## config.mk

```make
export PLATFORM = sky130hd
export DESIGN_NAME = uart_cmd_assembler
export DESIGN_NICKNAME = d
export VERILOG_FILES = /design/src/rtl/ad5302_pkg.sv /design/src/rtl/byte_gap_timer.sv /design/src/rtl/uart_cmd_assembler.sv
export SDC_FILE = /design/constraint.sdc
export NUM_CORES = 1
export LEC_CHECK = 0
export BUFFER_PORTS_ARGS = -buffer_cell sky130_fd_sc_hd__buf_2
export CAP_MARGIN = 20
export CORE_MARGIN = 5
export CORE_UTILIZATION = 25
export CTS_BUF_LIST = sky130_fd_sc_hd__clkbuf_2
export DETAILED_ROUTE_END_ITERATION = 8
export SLEW_MARGIN = 10
export SYNTH_ARGS = -nofsm -noshare
export SYNTH_HDL_FRONTEND = slang
export SYNTH_SLANG_ARGS = --single-unit
```

## constraint.sdc

```tcl
create_clock -name clk -period 2.3 [get_ports clk]
set_input_delay 0.46 -clock clk [delete_from_list [all_inputs] [get_ports clk]]
set_output_delay 0.46 -clock clk [all_outputs]
set_load 0.01 [all_outputs]
```

## src/rtl/ad5302_pkg.sv

```systemverilog
// Shared command-word layout and defaults for the AD5302 command path.
package ad5302_pkg;

  localparam logic [11:0] HDR_VAL_DEF = 12'hDAC;
  localparam logic [3:0]  CH_MAX_DEF  = 4'd1;

  localparam int HDR_MSB  = 31;
  localparam int HDR_LSB  = 20;
  localparam int CH_MSB   = 19;
  localparam int CH_LSB   = 16;
  localparam int DATA_MSB = 15;

  typedef enum logic {
    S_IDLE    = 1'b0,
    S_COLLECT = 1'b1
  } asm_state_t;

  // True when the header matches and the channel is within range.
  function automatic logic frame_ok(input logic [31:0] word,
                                    input logic [11:0] hdr_val,
                                    input logic [3:0]  ch_max);
    return (word[HDR_MSB:HDR_LSB] == hdr_val) && (word[CH_MSB:CH_LSB] <= ch_max);
  endfunction

  // Data field of a command word.
  function automatic logic [DATA_MSB:0] cmd_data(input logic [31:0] word);
    return word[DATA_MSB:0];
  endfunction

endpackage

```

## src/rtl/byte_gap_timer.sv

```systemverilog
// Idle-gap counter: clears on demand, counts while enabled, and stops at
// LIMIT-1 where it raises a terminal-count flag. It never wraps.
module byte_gap_timer #(
  parameter int LIMIT = 100000
) (
  input  logic clk,
  input  logic rst,
  input  logic i_clr,
  input  logic i_en,
  output logic o_tc
);

  localparam int CW = $clog2(LIMIT) + 1;
  localparam logic [CW-1:0] TERM = CW'(LIMIT - 1);

  logic [CW-1:0] r_cnt;
  logic          w_tc;

  assign w_tc = (r_cnt == TERM);
  assign o_tc = w_tc;

  // Count idle cycles; clear has priority, saturate at the terminal value.
  always_ff @(posedge clk or posedge rst) begin
    if (rst)
      r_cnt <= '0;
    else if (i_clr)
      r_cnt <= '0;
    else if (i_en && !w_tc)
      r_cnt <= r_cnt + 1'b1;
  end

endmodule

```

## src/rtl/uart_cmd_assembler.sv

```systemverilog
// Packs four UART bytes (MSB first) into a 32-bit command, checks the header
// and channel, and publishes accepted words with a one-cycle ready pulse.
// Partial frames are dropped after an inter-byte idle gap.
module uart_cmd_assembler
  import ad5302_pkg::*;
#(
  parameter int          TIMEOUT_CYCLES = 100000,
  parameter bit          HDR_EN         = 1'b1,
  parameter logic [11:0] HDR_VAL        = HDR_VAL_DEF,
  parameter logic [3:0]  CH_MAX         = CH_MAX_DEF
) (
  input  logic        clk,
  input  logic        rst,
  input  logic [7:0]  rx_data,
  input  logic        rx_valid,
  output logic [31:0] uart_reg,
  output logic        uart_ready,
  output logic        frame_err,
  output logic [1:0]  byte_cnt
);

  asm_state_t  r_state;
  asm_state_t  w_next;
  logic [31:0] r_shift;
  logic [1:0]  r_byte_cnt;
  logic [31:0] r_reg;
  logic        r_ready;
  logic        r_err;

  logic        w_timer_clr;
  logic        w_timer_en;
  logic        w_tc;
  logic        w_done;
  logic        w_tmo;
  logic        w_ok;
  logic [31:0] w_word;
  logic [4:0]  w_lane;

  // The completing byte goes straight into the word, not via the shift register.
  assign w_word = {r_shift[31:8], rx_data};
  assign w_ok   = !HDR_EN || frame_ok(w_word, HDR_VAL, CH_MAX);
  assign w_lane = {2'd3 - r_byte_cnt, 3'b000};

  byte_gap_timer #(.LIMIT(TIMEOUT_CYCLES)) u_gap (
    .clk   (clk),
    .rst   (rst),
    .i_clr (w_timer_clr),
    .i_en  (w_timer_en),
    .o_tc  (w_tc)
  );

  // State register.
  always_ff @(posedge clk or posedge rst) begin
    if (rst)
      r_state <= S_IDLE;
    else
      r_state <= w_next;
  end

  // Next state, timer control and frame-complete / timeout decode.
  always_comb begin
    w_next      = r_state;
    w_timer_clr = 1'b1;
    w_timer_en  = 1'b0;
    w_done      = 1'b0;
    w_tmo       = 1'b0;
    case (r_state)
      S_IDLE: begin
        if (rx_valid)
          w_next = S_COLLECT;
      end
      S_COLLECT: begin
        // A byte arriving on the terminal count still wins over the timeout.
        w_timer_clr = rx_valid;
        w_timer_en  = !rx_valid;
        if (rx_valid && (r_byte_cnt == 2'd3)) begin
          w_next = S_IDLE;
          w_done = 1'b1;
        end else if (!rx_valid && w_tc) begin
          w_next = S_IDLE;
          w_tmo  = 1'b1;
        end
      end
      default: w_next = S_IDLE;
    endcase
  end

  // Byte lanes, byte count, published word and status pulses.
  always_ff @(posedge clk or posedge rst) begin
    if (rst) begin
      r_shift    <= '0;
      r_byte_cnt <= '0;
      r_reg      <= '0;
      r_ready    <= 1'b0;
      r_err      <= 1'b0;
    end else begin
      r_ready <= w_done && w_ok;
      r_err   <= (w_done && !w_ok) || w_tmo;
      if (w_done && w_ok)
        r_reg <= w_word;
      if (rx_valid) begin
        if (r_state == S_IDLE) begin
          r_shift    <= {rx_data, 24'h000000};
          r_byte_cnt <= 2'd1;
        end else if (r_byte_cnt == 2'd3) begin
          r_byte_cnt <= 2'd0;
        end else begin
          r_shift[w_lane +: 8] <= rx_data;
          r_byte_cnt           <= r_byte_cnt + 2'd1;
        end
      end else if (w_tmo) begin
        r_byte_cnt <= 2'd0;
      end
    end
  end

  assign uart_reg   = r_reg;
  assign uart_ready = r_ready;
  assign frame_err  = r_err;
  assign byte_cnt   = r_byte_cnt;

endmodule

```

== Word-level counts from Yosys, hierarchy flattened ==
Cells that the tools add are included.
Storage, ports and cells
  bits of input ports: 11
  word-level logic and storage cells: 52
  output and inout port bits: 36
  bits in registers: 87
Cells by class
  magnitude comparators: 1
  eq/ne operators: 4
  mux-type cells: 20
  shift operators: 2
  reduce and logical (&&, ||, !) cells: 13
  add/subtract/negate cells: 4
  bitwise gates (word level): 1
Operators with widths (count)
  two-way mux 32 bit: 2
  two-way mux 18 bit: 2
  bitwise mux 32 bit: 1
  variable shift 8 x 7 -> 32 bit (first input constant): 1
  indexed part select 8 x 7 -> 32 bit: 1
  adder 18 x 1 -> 18 bit (second input constant): 1
  == test 18 x 17 -> 1 bit (second input constant): 1
  == test 12 bit (second input constant): 1
  two-way mux 1 bit: 10
  two-way mux 2 bit: 4
  negator 5 -> 7 bit: 1
  logical AND 1 bit: 6
  <= comparator 4 x 1 -> 1 bit (second input constant): 1
  nonzero test 2 bit: 2
  zero test 1 bit: 3
  adder 2 x 1 -> 2 bit (second input constant): 1
  == test 2 bit (second input constant): 1
  != test 2 bit (second input constant): 1
  one-hot mux 1 bit (2 select lines): 1
  AND reduction 2 bit: 1
  subtractor 2 bit (first input constant): 1
  logical OR 1 bit: 1
  inverter 1 bit: 1

== Longest topological paths before layout ==
Gate-level depths: netlist (run 1).
  depth after elaboration: 7
  gate-level depth with buffers: 6
  depth with buffers taken out: 6

== Modules after synthesis ==
A second synthesis (run 1) with hierarchy kept.
Second synthesis, totals
  cell total of the unflattened synthesis: 274
  area total of the unflattened synthesis: 3350.7 um^2
Modules (own cells, without submodules)
  uart_cmd_assembler: cells each 167, times used 1, area an instance 2361.0 um^2
  byte_gap_timer: cells each 107, times used 1, area an instance 989.7 um^2

== Least setup slack after synthesis (run 1) ==
OpenSTA, ideal clock, no wires.
  kind: register -> register
  start point: register r_byte_cnt[0] (netlist: byte_cnt[0])
  end point: register r_shift[16]
  data required time: 2.232 ns
  cell stages (with the launch flop): 6
  data arrival time: 1.652 ns
  path slack: 0.580 ns
  path through: dfrtp_1 inv_1 ha_1 and3_1 nor4b_2 a22o_1
Between the ends
  word-level cells in the longest chain between the ends: 6
RTL lines
  start, declared: RTL line uart_cmd_assembler.sv:25  | logic [1:0] r_byte_cnt;
  start signal, assigned: RTL line uart_cmd_assembler.sv:109  | r_byte_cnt <= r_byte_cnt + 2'd1;
  subtractor 2 bit: RTL line uart_cmd_assembler.sv:42  | assign w_lane = {2'd3 - r_byte_cnt, 3'b000};
  negator 5 -> 7 bit: RTL line uart_cmd_assembler.sv:108  | r_shift[w_lane +: 8] <= rx_data;
  indexed part select 8 x 7 -> 32 bit or variable shift 8 x 7 -> 32 bit (tied branches): RTL line uart_cmd_assembler.sv:108
  bitwise mux 32 bit: RTL line uart_cmd_assembler.sv:108
  two-way mux 32 bit: RTL line uart_cmd_assembler.sv:105  | end else if (r_byte_cnt == 2'd3) begin
  two-way mux 32 bit: RTL line uart_cmd_assembler.sv:102  | if (r_state == S_IDLE) begin
  end signal, assigned: RTL line uart_cmd_assembler.sv:103  | r_shift <= {rx_data, 24'h000000};
  end signal, assigned by index: RTL line uart_cmd_assembler.sv:108
  end, declared: RTL line uart_cmd_assembler.sv:24  | logic [31:0] r_shift;
Several ways; a longest one is shown, not always the timed one. The select of a mux whose other input is x is not followed.
A chain may end at the register's enable or synchronous reset.

== Final worst setup path (run 1) ==
  start point: register r_shift[20]
  end point: register r_reg[10] (netlist: uart_reg[10])
Between the ends
  word-level cells in the longest chain between the ends: 3
RTL lines
  == test 12 bit: RTL line ad5302_pkg.sv:22  | return (word[HDR_MSB:HDR_LSB] == hdr_val) && (word[CH_MSB:CH_LSB] <= ch_max);
  logical AND 1 bit: RTL line ad5302_pkg.sv:22
  logical AND 1 bit: RTL line uart_cmd_assembler.sv:99  | if (w_done && w_ok)
  end signal, assigned: RTL line uart_cmd_assembler.sv:100  | r_reg <= w_word;
  end, declared: RTL line uart_cmd_assembler.sv:26  | logic [31:0] r_reg;
No other way between the ends.

==> impl_results.md, run 1 <==
* Pwr per Cell Area at 804.8 nW/µm²
* Root Buffer: clkbuf_2
* Total Wirelength at about 7500 µm
* Height of the die at 126.1 µm
* Clock latency at the later pin of the worst-skew pair at 530 ps
* Pin count of the biggest net entering global routing at 28
* Area growth syn-to-layout at 16.65%
* Data required, critical path at 2700 ps
* TritonCTS Buffers at 9
* Endpoint kind of the worst setup timing path: flip-flop
* Static Leak at 1.953 nW
* Worst-Margin Slew at 635.6 ps
* Number of max-cap violations at 0
* Die X at 126.1 µm
* Fraction of final layout cells sized beyond drive strength 1 at 0.3134
* Area used by sequential logic in the layout at 1977 µm²
* Final critical-path share of the clock period at 0.8562
* Wirelength per Cell at about 15 µm
* Fraction of the yosys area taken by sequential cells at 0.5871
* H-tree Lvls at 3
* Number of setup violations in the final report at 0
* Fmax at around 510 MHz
* Cell type of the slowest stage on the worst timing path: dfrtp_1
* VDD IR-drop max at 245.0 µV
* Count of antenna-violating nets left after detailed routing at 0
* Cell count after synthesis at ~280
* Ports at 47
* Summed instance area of the synthesized netlist at 3367 µm²
* Final hold slack at between 150 and 200 ps
* Status: complete, no violations
* Dominant cell by count in the synthesized netlist: dfrtp_1
* Avg Synthesized Cell Area at about 12 µm²
* Number of synthesized register bits at 79
* Detail-routed via count per cell at 4.569
* Clock tree from TritonCTS: built
* Number of antenna violations at the first check in global routing at 0
* Critical Path AT at 2370 ps
* Crit path cell chain: nor4b_1 -> nand4_1 -> nor2_2 -> buf_12 -> mux2_2
* Number of enable flip-flop cells after synthesis at 0
* Buffers on Ports at between 40 and 50
* Iteration count of the initial detailed-routing pass at 4
* Setup repair after global routing missed its margin: false
* Post-detail-place hpwl at 5351 µm
* Path type of the worst setup path: flip-flop to flip-flop
* Worst min path class: input pin to flip-flop
* Startpoint types: flip-flop
* Clk sinks at 79
* Peak per-stage delay on the critical path at 460 ps
* Area leader, netlist: dfrtp_1
* Largest delay contributor family on the critical path: simple AND/OR/NAND/NOR gates
* Detailed Route Iter0 Violations at 118
* Ranking of synthesized cells by area: dfrtp_1 (59%), a22o_1 (6.2%), mux2_2 (5.7%)
* Main synth FF type: dfrtp_1
* Number of vias in the routed layout at 2335
* Global route overflow at 0
* Time the final worst path needs with I/O delays and setup at 1969 ps
* Count of buffers added by post-CTS timing repair for setup at 0
* Core footprint at roughly 13000 µm²
* Warning count from the yosys run at 0
* Max-Slew Margin vs Limit at 0.5754
* Net count of the mapped netlist at 292
* Fraction of registers with async set or reset after synthesis at 1.000
* Hold buffers post-CTS at 1
* Critical path buffer and inverter count at 1
* Cell row count at 42
* Number of distinct library cells after synthesis at 50
* Multi-input combinational cell area at 1296 µm²
* Share of the synthesized area in the top cell type at 0.5871
* Accumulated negative setup slack at 0 ps
* Design area at 3928 µm²
* Initial Utilization at 0.2543
* Global-route wire length before repair at about 12000 µm
* Fill cell total of the finished layout at approximately 1400
* Skew final at about 47 ps
* Total of cells resized after clock tree synthesis at 0
* Combined global-route utilization of all metal layers at 0.09730
* DRC violation count after routing at 0
* Synth cell count leaders: dfrtp_1 (79), a22o_1 (24), mux2_2 (17), nand2_1 (17), nor2_1 (13)
* Die area at around 16000 µm²
* Max reg flops at 32
* DP Area at 3839 µm²
* Clock slew seen by the registers of the worst setup and hold paths at 230 ps
* Max FO, Critical Path at 17
* Number of diodes added for antenna fixing at 0
* Placer congestion estimate at 0.8246
* Count of endpoints failing hold in the final timing report at 0
* Worst R2R Setup Slack at roughly 330 ps
* Number of global-route vias before repair at 2343
* Max-slew violation count at 0
* Final #Nets at roughly 350
* Largest buffer count on any clock path at 2
[power breakdown]
part	switching (mW)	internal (mW)
Sequential	0.211	1.62
Combinational	0.385	0.335
Clock	0.471	0.139
[metal layers]
metal  global-route usage  wire length, µm  vias to the layer above
met5                    0                0                        -
met4              0.03785               80                        0
met3              0.02837              412                        6
met2               0.1371             3248                       48
met1               0.1402             3779                     1168
li1                     -                -                     1113
[area by class of cell]
class,count,share of cell area
inverter,7,0.007646
clock buffer,11,0.01402
sequential,79,0.5033
clock inverter,4,0.006053
timing repair buffer,55,0.08283
tap,176,0.05607
multi-input combinational,179,0.3300
[stage by stage]
| step | cells | power, mW | utilization | setup WS, ps |
|---|---|---|---|---|
| after floorplan | 276 | 2.321 | - | 579.8 |
| after global placement | 495 | 2.546 | 0.2899 | 491.9 |
| after detailed placement | 495 | 2.574 | 0.2899 | 379.4 |
| after CTS | 511 | 3.201 | 0.2966 | 335.7 |
| after global routing | 511 | 3.381 | 0.2966 | 171.3 |
| final | 511 | 3.161 | 0.2966 | 330.7 |
[worst paths after layout]
kind | from | to | cells past startpoint
worst max-delay path | r_shift[20] | uart_reg[10] | 5
worst min-delay path | rx_data[6] | r_shift[22] | 2
worst max register to register | r_shift[20] | uart_reg[10] | 5
worst min register to register | uart_reg[28] | uart_reg[28] | 1
max in group asynchronous | rst | r_shift[10] | 4
min in group asynchronous | rst | r_shift[23] | 3
[layout by cell type, fill, tap and decap left out, types with 2 or more instances in the layout]
cell type   instances
dfrtp_1            79
buf_2              46
a22o_1             24
nand2_1            17
mux2_2             17
nor2_1             13
clkbuf_2           11
nor2b_1             9
nand4_1             8
o21ai_0             8
nand3_1             7
or2_2               7
inv_1               6
xor2_1              6
buf_4               6
ha_1                5
nor3_1              4
and3_1              4
a31oi_1             4
a21oi_1             4
nor4b_1             3
and2_1              3
clkinvlp_4          3
or4_1               3
and4b_1             2
and4_1              2
nand2b_1            2
or3_1               2
a21boi_0            2
xnor2_1             2
a31o_2              2
buf_12              2
[kinds of logic after synthesis]
| logic type | count (synthesis) | share of synthesized area |
|---|---|---|
| mux | 17 | 0.05686 |
| compound gates | 51 | 0.1152 |
| fa+ha+maj | 5 | 0.01858 |
| buf+inv | 18 | 0.02787 |
| xor+xnor | 8 | 0.02081 |
| flops | 79 | 0.5871 |
| simple gates | 98 | 0.1735 |
(Power assumes the default switching activity.)
==> run 2, diff against run 1 <==
- SLEW_MARGIN: 10 -> default
- clock period: 2.3 -> 2.4 ns (I/O delays scaled with it)
==> run 2 against run 1 <==
  * Wire length is 4.8% lower
  * Die area unchanged
  * Power rose by 1.8%
  * Core utilization up 0.14 points
  * Setup slack gained 120 ps
  * Sequential cell count unchanged
  * Combinational power shrank 6.0%
  * Critical path type unchanged
==> impl_results.md, run 2 (same netlist as run 1, synthesis figures left out) <==
* Status: complete, no violations
* Combined global-route utilization of all metal layers at 0.09402
* PnR worst setup slack at approximately 450 ps
* Core Util, Final at 0.2980
* Wirelength per Cell at 14.07 µm
* Max-slew violation count at 0
* Setup repair after global routing missed its margin: false
* Total of cells resized after clock tree synthesis at 0
* Fmax at 513.9 MHz
* Final critical-path share of the clock period at 0.8108
* Area growth syn-to-layout at 17.21%
* DRC violation count after routing at 0
* Post-layout instance count excluding filler cells at 509
* Count of buffers added by post-CTS timing repair for setup at 0
* Skew final at 27.04 ps
* Detailed-routed wire length on met2 at around 3300 µm
* Cell type of the slowest stage on the worst timing path: dfrtp_1
* Largest buffer count on any clock path at 2
* Ports at 47
* Initial Utilization at 0.2543
* Detailed Route Iter0 Violations at around 100
* Hold buffers post-CTS at 1
* Clock latency at the later pin of the worst-skew pair at 530 ps
* Total Wirelength at a little over 7000 µm
* Endpoint kind of the worst setup timing path: flip-flop
* Accumulated negative setup slack at 0 ps
* Area used by sequential logic in the layout at 1977 µm²
* Height of the die at ~130 µm
* Count of endpoints failing hold in the final timing report at 0
* Routed length on met1 at 3474 µm
* Fraction of final layout cells sized beyond drive strength 1 at 0.3033
* Final hold slack at 211.1 ps
* Fill cell total of the finished layout at ~1400
* Pwr per Cell Area at a little over 800 nW/µm²
* H-tree Lvls at 3
* Post-placement setup slack at 488.3 ps
* Max-Slew Margin vs Limit at 0.5745
* VDD IR-drop max at 280.8 µV
* Core footprint at 13240 µm²
* Static Leak at roughly 2.0 nW
* Detail-routed via count per cell at 4.603
* Critical Path AT at 2360 ps
* Dpl cells at slightly below 500
* Max FO, Critical Path at 23
* Number of vias in the routed layout at about 2300
* Peak per-stage delay on the critical path at 510 ps
* Detailed route wirelength on metal3 at 310 µm
* Die area at 15890 µm²
* Placer congestion estimate at just over 0.8
* Clock slew seen by the registers of the worst setup and hold paths at 220 ps
* Post-detail-place hpwl at 5123 µm
* Final #Nets at 344
* Commonest non-fill, non-tap cell in the layout: dfrtp_1
* Crit path cell chain: ha_1 -> nand3_1 -> nor2_2 -> buf_4 -> mux2_2
* Number of setup violations in the final report at 0
* Data required, critical path at approximately 2800 ps
* Cell row count at 42
* Max reg flops at 32
* Leading cell types in the layout, fill and taps excluded: dfrtp_1 (79), buf_2 (46), a22o_1 (24), nand2_1 (17), mux2_2 (17)
* Number of diodes added for antenna fixing at 0
* Startpoint types: flip-flop
* Iteration count of the initial detailed-routing pass at 4
* Number of max-cap violations at 0
* Number of antenna violations at the first check in global routing at 0
* Clock tree from TritonCTS: built
* Worst min path class: input pin to flip-flop
* Global-route wire length before repair at 12100 µm
* Path type of the worst setup path: flip-flop to flip-flop
* TritonCTS Buffers at 9
* Worst-Margin Slew at 632.4 ps
* Highest Signal Layer: met4
* Multi-input combinational cell area at 1296 µm²
* Time the final worst path needs with I/O delays and setup at 1946 ps
* Root Buffer: clkbuf_2
* Clk sinks at 79
* Die X at 126.1 µm
* Global route overflow at 0
* Pin count of the biggest net entering global routing at 59
* Number of global-route vias before repair at 2394
* Buffers on Ports at 46
* Count of antenna-violating nets left after detailed routing at 0
-- run 2: cell types whose count changed in the layout (fill, tap and decap cells not counted), sizes merged --
cell	previous run	this run
clkinvlp	3	2
clkbuf	11	9
buf	54	51
clkinv	2	4
bufinv	0	2
-- run 2: worst paths after layout --
kind	slack (ps)	cells after the start	from	end
max	450	5	byte_cnt[0]	uart_reg[10]
max reg2reg	450	5	byte_cnt[0]	uart_reg[10]
min reg2reg	490	1	uart_reg[22]	uart_reg[22]
min	210	2	rx_data[6]	r_shift[22]
max in group asynchronous	1250	4	rst	uart_reg[10]
min in group asynchronous	480	3	rst	uart_reg[25]
-- run 2: final cells by class --
| cell class | instances | area share |
|---|---|---|
| flip-flops and latches | 79 | 0.5010 |
| multi-input cells | 179 | 0.3285 |
| repair buffers | 52 | 0.07356 |
| clock buffers | 9 | 0.01141 |
| well taps | 176 | 0.05580 |
| inverters | 7 | 0.007609 |
| clock inverters | 7 | 0.02219 |
-- run 2: metal layers --
| layer | track usage | vias to the layer above |
|---|---|---|
| li1 | - | 1110 |
| met1 | 0.1256 | 1179 |
| met2 | 0.1430 | 46 |
| met3 | 0.03175 | 8 |
| met4 | 0.03218 | 0 |
| met5 | 0 | - |
-- run 2: worst max-delay path, delay by kind of cell (launching register included) --
| family | cells | cell delay [ps] |
|---|---|---|
| buffers and inverters | 1 | 310 |
| adder cells (fa/ha/maj) | 1 | 310 |
| multiplexers | 1 | 380 |
| flip-flops | 1 | 510 |
| AND/OR/NAND/NOR | 2 | 330 |
-- run 2: stage by stage --
| stage | power [mW] | cell area [µm²] |
|---|---|---|
| 2_1_floorplan | 2.224 | 3371 |
| 3_3_place_gp | 2.422 | 3804 |
| 3_5_place_dp | 2.458 | 3804 |
| 4_1_cts | 3.272 | 3946 |
| 5_1_grt | 3.437 | 3946 |
| 6_report | 3.219 | 3946 |
-- run 2: power by group --
part           total [mW]  leakage (nW)  internal, mW  switching [mW]
clock               0.792        0.0746         0.336           0.456
combinational       0.677         0.804         0.318           0.359
sequential           1.75          1.08          1.55           0.198
total                3.22          1.96          2.21            1.01
